### src/rtl/effect_sequencer.sv
// effect_sequencer: switch synchronizer/debouncer, priority encoder and the
// click-free effect change sequencer (fade-out, optional FIFO flush, select
// switch, fade-in) driving the audio datapath's mux select, gain and flush.
// Optional build macro: EFFECT_SEQ_FLUSH_TIMEOUT_EN bounds the FIFO flush to
// FLUSH_MAX cycles and raises a sticky flush_timeout flag when it expires.
module effect_sequencer #(
  parameter logic [15:0] DEB_CYCLES = 16'd50000,
  parameter logic [7:0]  GAIN_STEP  = 8'd4
`ifdef EFFECT_SEQ_FLUSH_TIMEOUT_EN
  ,
  parameter logic [15:0] FLUSH_MAX  = 16'd1024
`endif
) (
  input  logic       audio_clk,
  input  logic       reset,
  input  logic [3:0] control_raw,
  input  logic       sample_req,
  input  logic       fifo_empty,
  output logic [1:0] effect_sel,
  output logic [7:0] gain,
  output logic       fifo_flush,
  output logic       busy,
  output logic       flush_timeout
);

  typedef enum logic [2:0] {
    ST_RUN      = 3'd0,
    ST_FADE_OUT = 3'd1,
    ST_FLUSH    = 3'd2,
    ST_SWITCH   = 3'd3,
    ST_FADE_IN  = 3'd4
  } state_t;

  localparam logic [1:0] SEL_NONE     = 2'd0;
  localparam logic [1:0] SEL_SINE     = 2'd1;
  localparam logic [1:0] SEL_FEEDBACK = 2'd2;
  localparam logic [1:0] SEL_FILTER   = 2'd3;

  // Gain step down, clamped at silence.
  function automatic logic [7:0] sat_sub(input logic [7:0] a, input logic [7:0] b);
    return (a < b) ? 8'd0 : (a - b);
  endfunction

  // Gain step up, clamped at unity (8'hFF).
  function automatic logic [7:0] sat_add(input logic [7:0] a, input logic [7:0] b);
    logic [8:0] s;
    s = {1'b0, a} + {1'b0, b};
    return s[8] ? 8'hFF : s[7:0];
  endfunction

  state_t     state_q, state_d;
  logic       busy_q, busy_d;
  logic [2:0] sync1_q, sync1_d;
  logic [2:0] sync2_q, sync2_d;
  logic [1:0] enc;
  logic [1:0] enc_prev_q, enc_prev_d;
  logic [15:0] deb_cnt_q, deb_cnt_d;
  logic [1:0] target_q, target_d;
  logic [1:0] effect_sel_q, effect_sel_d;
  logic [7:0] gain_q, gain_d;
  logic       stable;
  logic       flush_expire;
  logic       unused_ctrl;

  // Bit 3 of the switch bank has no meaning and is deliberately dropped.
  assign unused_ctrl = control_raw[3];

  // Two-stage synchronizer inputs for the three meaningful switches.
  always_comb begin
    sync1_d = control_raw[2:0];
    sync2_d = sync1_q;
  end

  // Priority encode: FEEDBACK wins over SINE, SINE over FILTER.
  always_comb begin
    enc = SEL_NONE;
    if (sync2_q[1])      enc = SEL_FEEDBACK;
    else if (sync2_q[0]) enc = SEL_SINE;
    else if (sync2_q[2]) enc = SEL_FILTER;
  end

  // Debounce: count consecutive cycles of an unchanged code; once it has held
  // long enough it becomes the target, which may change at any time.
  always_comb begin
    enc_prev_d = enc;
    if (enc != enc_prev_q)            deb_cnt_d = 16'd0;
    else if (deb_cnt_q == DEB_CYCLES) deb_cnt_d = deb_cnt_q;
    else                              deb_cnt_d = deb_cnt_q + 16'd1;
    stable   = (deb_cnt_q == DEB_CYCLES) && (enc == enc_prev_q);
    target_d = stable ? enc_prev_q : target_q;
  end

`ifdef EFFECT_SEQ_FLUSH_TIMEOUT_EN
  logic [15:0] flush_cnt_q, flush_cnt_d;
  logic        flush_to_q, flush_to_d;

  // Flush watchdog: counts cycles spent in FLUSH, the flag is sticky.
  always_comb begin
    flush_expire = (state_q == ST_FLUSH) && !fifo_empty &&
                   (flush_cnt_q == FLUSH_MAX - 16'd1);
    flush_cnt_d  = (state_q == ST_FLUSH) ? flush_cnt_q + 16'd1 : 16'd0;
    flush_to_d   = flush_to_q | flush_expire;
  end

  // Watchdog registers.
  always_ff @(posedge audio_clk) begin
    if (reset) begin
      flush_cnt_q <= 16'd0;
      flush_to_q  <= 1'b0;
    end else begin
      flush_cnt_q <= flush_cnt_d;
      flush_to_q  <= flush_to_d;
    end
  end

  assign flush_timeout = flush_to_q;
`else
  assign flush_expire  = 1'b0;
  assign flush_timeout = 1'b0;
`endif

  // FSM state register; busy is registered alongside the state.
  always_ff @(posedge audio_clk) begin
    if (reset) begin
      state_q <= ST_RUN;
      busy_q  <= 1'b0;
    end else begin
      state_q <= state_d;
      busy_q  <= busy_d;
    end
  end

  // FSM next-state logic; a target that returns to the live effect reverses
  // the fade instead of completing the change.
  always_comb begin
    state_d = state_q;
    case (state_q)
      ST_RUN: begin
        if (target_q != effect_sel_q) state_d = ST_FADE_OUT;
      end
      ST_FADE_OUT: begin
        if (target_q == effect_sel_q) state_d = ST_FADE_IN;
        else if (gain_q == 8'd0)      state_d = (target_q == SEL_FILTER) ? ST_FLUSH : ST_SWITCH;
      end
      ST_FLUSH: begin
        if (fifo_empty || flush_expire) state_d = ST_SWITCH;
      end
      ST_SWITCH: begin
        state_d = ST_FADE_IN;
      end
      ST_FADE_IN: begin
        if (target_q != effect_sel_q) state_d = ST_FADE_OUT;
        else if (gain_q == 8'hFF)     state_d = ST_RUN;
      end
      default: state_d = ST_RUN;
    endcase
    busy_d = (state_d != ST_RUN);
  end

  // FSM outputs: gain stepping, select update and the flush pop request.
  always_comb begin
    gain_d       = gain_q;
    effect_sel_d = effect_sel_q;
    fifo_flush   = 1'b0;
    case (state_q)
      ST_FADE_OUT: begin
        if (sample_req && (target_q != effect_sel_q)) gain_d = sat_sub(gain_q, GAIN_STEP);
      end
      ST_FLUSH: begin
        fifo_flush = !fifo_empty;
      end
      ST_SWITCH: begin
        effect_sel_d = target_q;
      end
      ST_FADE_IN: begin
        if (sample_req && (target_q == effect_sel_q)) gain_d = sat_add(gain_q, GAIN_STEP);
      end
      default: ;
    endcase
  end

  // Synchronizer, debounce and datapath-control registers.
  always_ff @(posedge audio_clk) begin
    if (reset) begin
      sync1_q      <= 3'd0;
      sync2_q      <= 3'd0;
      enc_prev_q   <= SEL_NONE;
      deb_cnt_q    <= 16'd0;
      target_q     <= SEL_NONE;
      effect_sel_q <= SEL_NONE;
      gain_q       <= 8'd0;
    end else begin
      sync1_q      <= sync1_d;
      sync2_q      <= sync2_d;
      enc_prev_q   <= enc_prev_d;
      deb_cnt_q    <= deb_cnt_d;
      target_q     <= target_d;
      effect_sel_q <= effect_sel_d;
      gain_q       <= gain_d;
    end
  end

  assign effect_sel = effect_sel_q;
  assign gain       = gain_q;
  assign busy       = busy_q;

endmodule

### config.mk
export PLATFORM = sky130hd
export DESIGN_NAME = effect_sequencer
export DESIGN_NICKNAME = d
export VERILOG_FILES = /design/src/rtl/effect_sequencer.sv
export SDC_FILE = /design/constraint.sdc
export NUM_CORES = 1
export LEC_CHECK = 0
export BUFFER_PORTS_ARGS = -buffer_cell sky130_fd_sc_hd__buf_2
export CAP_MARGIN = 20
export CORE_ASPECT_RATIO = 2
export CORE_MARGIN = 2
export CORE_UTILIZATION = 62
export CTS_CLUSTER_DIAMETER = 100
export DETAILED_ROUTE_END_ITERATION = 8
export GPL_TIMING_DRIVEN = 1
export PLACE_DENSITY = 0.8
export SLEW_MARGIN = 20
export SYNTH_ARGS = -nofsm -noshare
export SYNTH_HDL_FRONTEND = slang
export SYNTH_SLANG_ARGS = --single-unit
### constraint.sdc
create_clock -name audio_clk -period 4.5 [get_ports audio_clk]
set_input_delay 0.9 -clock audio_clk [delete_from_list [all_inputs] [get_ports audio_clk]]
set_output_delay 0.9 -clock audio_clk [all_outputs]
set_load 0.02 [all_outputs]
==> results.json <==
{
  "ios": 21,
  "p_int_uw": 468,
  "hold_viol": 0,
  "synth-edff-count": 0,
  "cts_hold_buf": 0,
  "r2r_end": "gain[5]",
  "setup_viol": 0,
  "clk_latency_ns": 0.28,
  "clock_sinks": 39,
  "yosys_warnings": 0,
  "cp.required_ns": 3.60,
  "vias": 1647,
  "path_class": "input pin to output port",
  "finalCritPeriodShare_pct": 49.6,
  "drtIter0Drc": 43,
  "routed_wl_um": 3860,
  "holdPathStages": 1,
  "synth_seq_cells": 39,
  "grt_overflow": 0,
  "hold_class": "flop to flop",
  "synthSimpleGateAreaFrac_pct": 29.6,
  "dp_hpwl_um": 2950,
  "clk_pin_slew_ns": 0.07,
  "synth_cells": 228,
  "avgSynthCellArea_um2": 8.76,
  "cts_resized": 0,
  "p_sw_uw": 132,
  "synth-main-ff-cell": "dfxtp_1",
  "final_nets": 256,
  "critPathMaxFanout": 2,
  "p_seq_share_pct": 59.0,
  "grt_pass1_vias": 1607,
  "synth_xor_xnor_area_share_pct": 6.14,
  "yosysUniqueCellTypes": 52,
  "postSynthNetCount": 241,
  "core_area_mm2": 0.00312,
  "portBuffers": 18,
  "r2r_start": "gain[3]",
  "antenna_found_initial": 0,
  "cts_setup_buffers": 0,
  "finalClockSkew_ns": 0.00616,
  "wl_per_cell_um": 14.0,
  "syn_to_final_growth_pct": 7.39,
  "clk_root_buffer_cell": "clkbuf_8",
  "crit_start": "fifo_empty",
  "synth_fa_ha_area_share_pct": 3.13,
  "critical_path.endpoint": "fifo_flush",
  "synth_compound_area_share_pct": 13.3,
  "ir_worst_vdd_uv": 267,
  "synth_area_mm2": 0.00200,
  "ant_nets": 0,
  "die_h_um": 84.3,
  "startpoint_type": "input pin",
  "pwr-share-clk_pct": 37.2,
  "drv_cap": 0,
  "cp.arrival_ns": 1.33,
  "gp_congestion": 0.828,
  "antenna_cells": 0,
  "drv_slew": 0,
  "drc": 0,
  "r2r_slack_ns": 2.59,
  "die-area_mm2": 0.00372,
  "fin_setup_tns_ns": 0,
  "die_width_um": 44.1,
  "end_kind": "output port",
  "nFillCells": 279,
  "reg2reg_depth": 6,
  "grt_max_degree": 24,
  "powerDensity_mw_per_mm2": 280,
  "status": "finished clean",
  "initial_utilization_pct": 64.0,
  "leakagePower_nw": 0.846,
  "async_reset_ff_share_pct": 0,
  "ctsLongestPathBuffers": 2,
  "seq_area_frac_synth_pct": 39.1,
  "grt.total_usage_pct": 23.4,
  "via_per_inst": 5.99,
  "hold_slack_ns": 0.440,
  "cts_tree": "done",
  "synth_top_family_by_area": "simple AND/OR/NAND/NOR gates",
  "rows": 29,
  "max_freq_ghz": 0.448,
  "rsz0062_at_grt": "no",
  "combPwrFrac_pct": 3.8,
  "cts_buffers": 5,
  "relSlewSlack_pct": 64.1,
  "netSwitchingFraction_pct": 22.0,
  "worst_slew_pin_slew_ns": 0.538,
  "grt_first_pass_wirelength_um": 6730,
  "drive_gt1_share_pct": 13.9,
  "drtPass1Iterations": 4,
  "period_minus_slack_ns": 2.23,
  "synthMuxAreaShare_pct": 3.70,
  "htree_levels": 2
}
[cell usage in the layout (no fill, tap or decap), types with 2 or more instances in the layout]
| cell | n |
|---|---|
| dfxtp_1 | 39 |
| nor2_1 | 27 |
| nand2_1 | 18 |
| buf_2 | 18 |
| a21oi_1 | 14 |
| inv_1 | 9 |
| nor2b_1 | 8 |
| nand3_1 | 8 |
| o21ai_0 | 7 |
| xnor2_1 | 7 |
| xor2_1 | 7 |
| nor3_1 | 5 |
| nand4_1 | 5 |
| ha_1 | 5 |
| clkbuf_8 | 5 |
| or3_1 | 4 |
| and3_1 | 4 |
| mux2i_1 | 4 |
| and4_1 | 4 |
| a211oi_1 | 4 |
| nor4bb_1 | 3 |
| nand2b_1 | 2 |
| nor4_1 | 2 |
| and3b_1 | 2 |
| or3b_1 | 2 |
| a311o_1 | 2 |
| o211ai_1 | 2 |
| a31oi_1 | 2 |
| clkbuf_1 | 2 |
[cells by family (layout without fill, tap and decap cells)]
| kind of cell | after synthesis | count (layout) |
|---|---|---|
| simple gates | 103 | 103 |
| fa+ha+maj | 5 | 5 |
| compound gates | 41 | 41 |
| xor+xnor | 14 | 14 |
| buf+inv | 19 | 35 |
| flops | 39 | 39 |
| other cells | 1 | 1 |
| mux | 6 | 6 |
[worst min path at each step]
stage | slack (ns) | from | to
6_report | 0.44 | sync1_q[0] | sync2_q[0]
3_3_place_gp | 0.42 | sync1_q[1] | sync2_q[1]
3_5_place_dp | 0.43 | sync1_q[0] | sync2_q[0]
4_1_cts | 0.44 | sync1_q[0] | sync2_q[0]
2_1_floorplan | 0.41 | sync1_q[0] | sync2_q[0]
5_1_grt | 0.46 | sync1_q[2] | sync2_q[2]
[stage by stage]
step | cells | worst slack (ns) | util, % | power, mW | cell area, um^2
floorplan | 228 | 2.22 | - | 0.378 | 2000
global placement | 267 | 2.26 | 66.1 | 0.384 | 2060
detailed placement | 267 | 2.26 | 66.1 | 0.385 | 2060
CTS | 275 | 2.26 | 68.7 | 0.606 | 2140
global route | 275 | 2.21 | 68.7 | 0.627 | 2140
finish | 275 | 2.27 | 68.7 | 0.600 | 2140
[metal layers]
metal / global-route usage (%) / share of wire (%) / vias up
met3: 3.44 / 1.9 / 6
met2: 46.4 / 60 / 28
li1: - / - / 833
met4: 9.37 / 1.6 / 0
met5: 0 / 0 / -
met1: 21.5 / 36 / 780
[Yosys cell counts, types with 2 or more instances]
| master | instances | share of area (%) |
|---|---|---|
| and3b_1 | 2 | 0.88 |
| or3_1 | 4 | 1.3 |
| nand2b_1 | 2 | 0.63 |
| xor2_1 | 7 | 3.1 |
| inv_1 | 9 | 1.7 |
| or3b_1 | 2 | 0.88 |
| and3_1 | 4 | 1.3 |
| and4_1 | 4 | 1.8 |
| nor4bb_1 | 3 | 1.5 |
| a211oi_1 | 4 | 1.5 |
| o211ai_1 | 2 | 0.75 |
| a31oi_1 | 2 | 0.63 |
| nand2_1 | 18 | 3.4 |
| dfxtp_1 | 39 | 39 |
| a311o_1 | 2 | 1.0 |
| mux2i_1 | 4 | 2.0 |
| nand4_1 | 5 | 1.6 |
| nor2_1 | 27 | 5.1 |
| o21ai_0 | 7 | 1.8 |
| ha_1 | 5 | 3.1 |
| xnor2_1 | 7 | 3.1 |
| buf_2 | 5 | 1.3 |
| a21oi_1 | 14 | 3.5 |
| buf_4 | 3 | 1.1 |
| nor4_1 | 2 | 0.63 |
| nor3_1 | 5 | 1.3 |
| nor2b_1 | 8 | 2.5 |
| nand3_1 | 8 | 2.0 |
[worst max-delay path: stages]
cell	delay, ns
buf_2	0.10
nor3_1	0.14
buf_2	0.18
[cell type report]
type | instances | area, um^2 | area share [%]
Clock buffer | 7 | 76.3 | 3.56
Clock inverter | 1 | 5.00 | 0.233
Inverter | 9 | 33.8 | 1.58
Multi-Input combinational cell | 170 | 1120 | 52.2
Sequential cell | 39 | 781 | 36.4
Tap cell | 31 | 38.8 | 1.81
Timing Repair Buffer | 18 | 90.1 | 4.20
[registers in the layout, summed over array words and instances, names as in the netlist]
register and cells:
deb_cnt_q 16, gain 7, state_q 3, sync1_q 3
sync2_q 3, effect_sel 2, enc_prev_q 2, target_q 2
busy 1
[power groups by stage]
stage / Clock, mW / Combinational [mW] / Sequential, mW
after floorplan: 0 / 0.0176 / 0.361
after global placement: 0 / 0.0225 / 0.362
after detailed placement: 0 / 0.0235 / 0.362
after CTS: 0.228 / 0.0236 / 0.354
after global routing: 0.247 / 0.0258 / 0.354
final: 0.223 / 0.0229 / 0.354
Power figures use the tool's default switching activity.
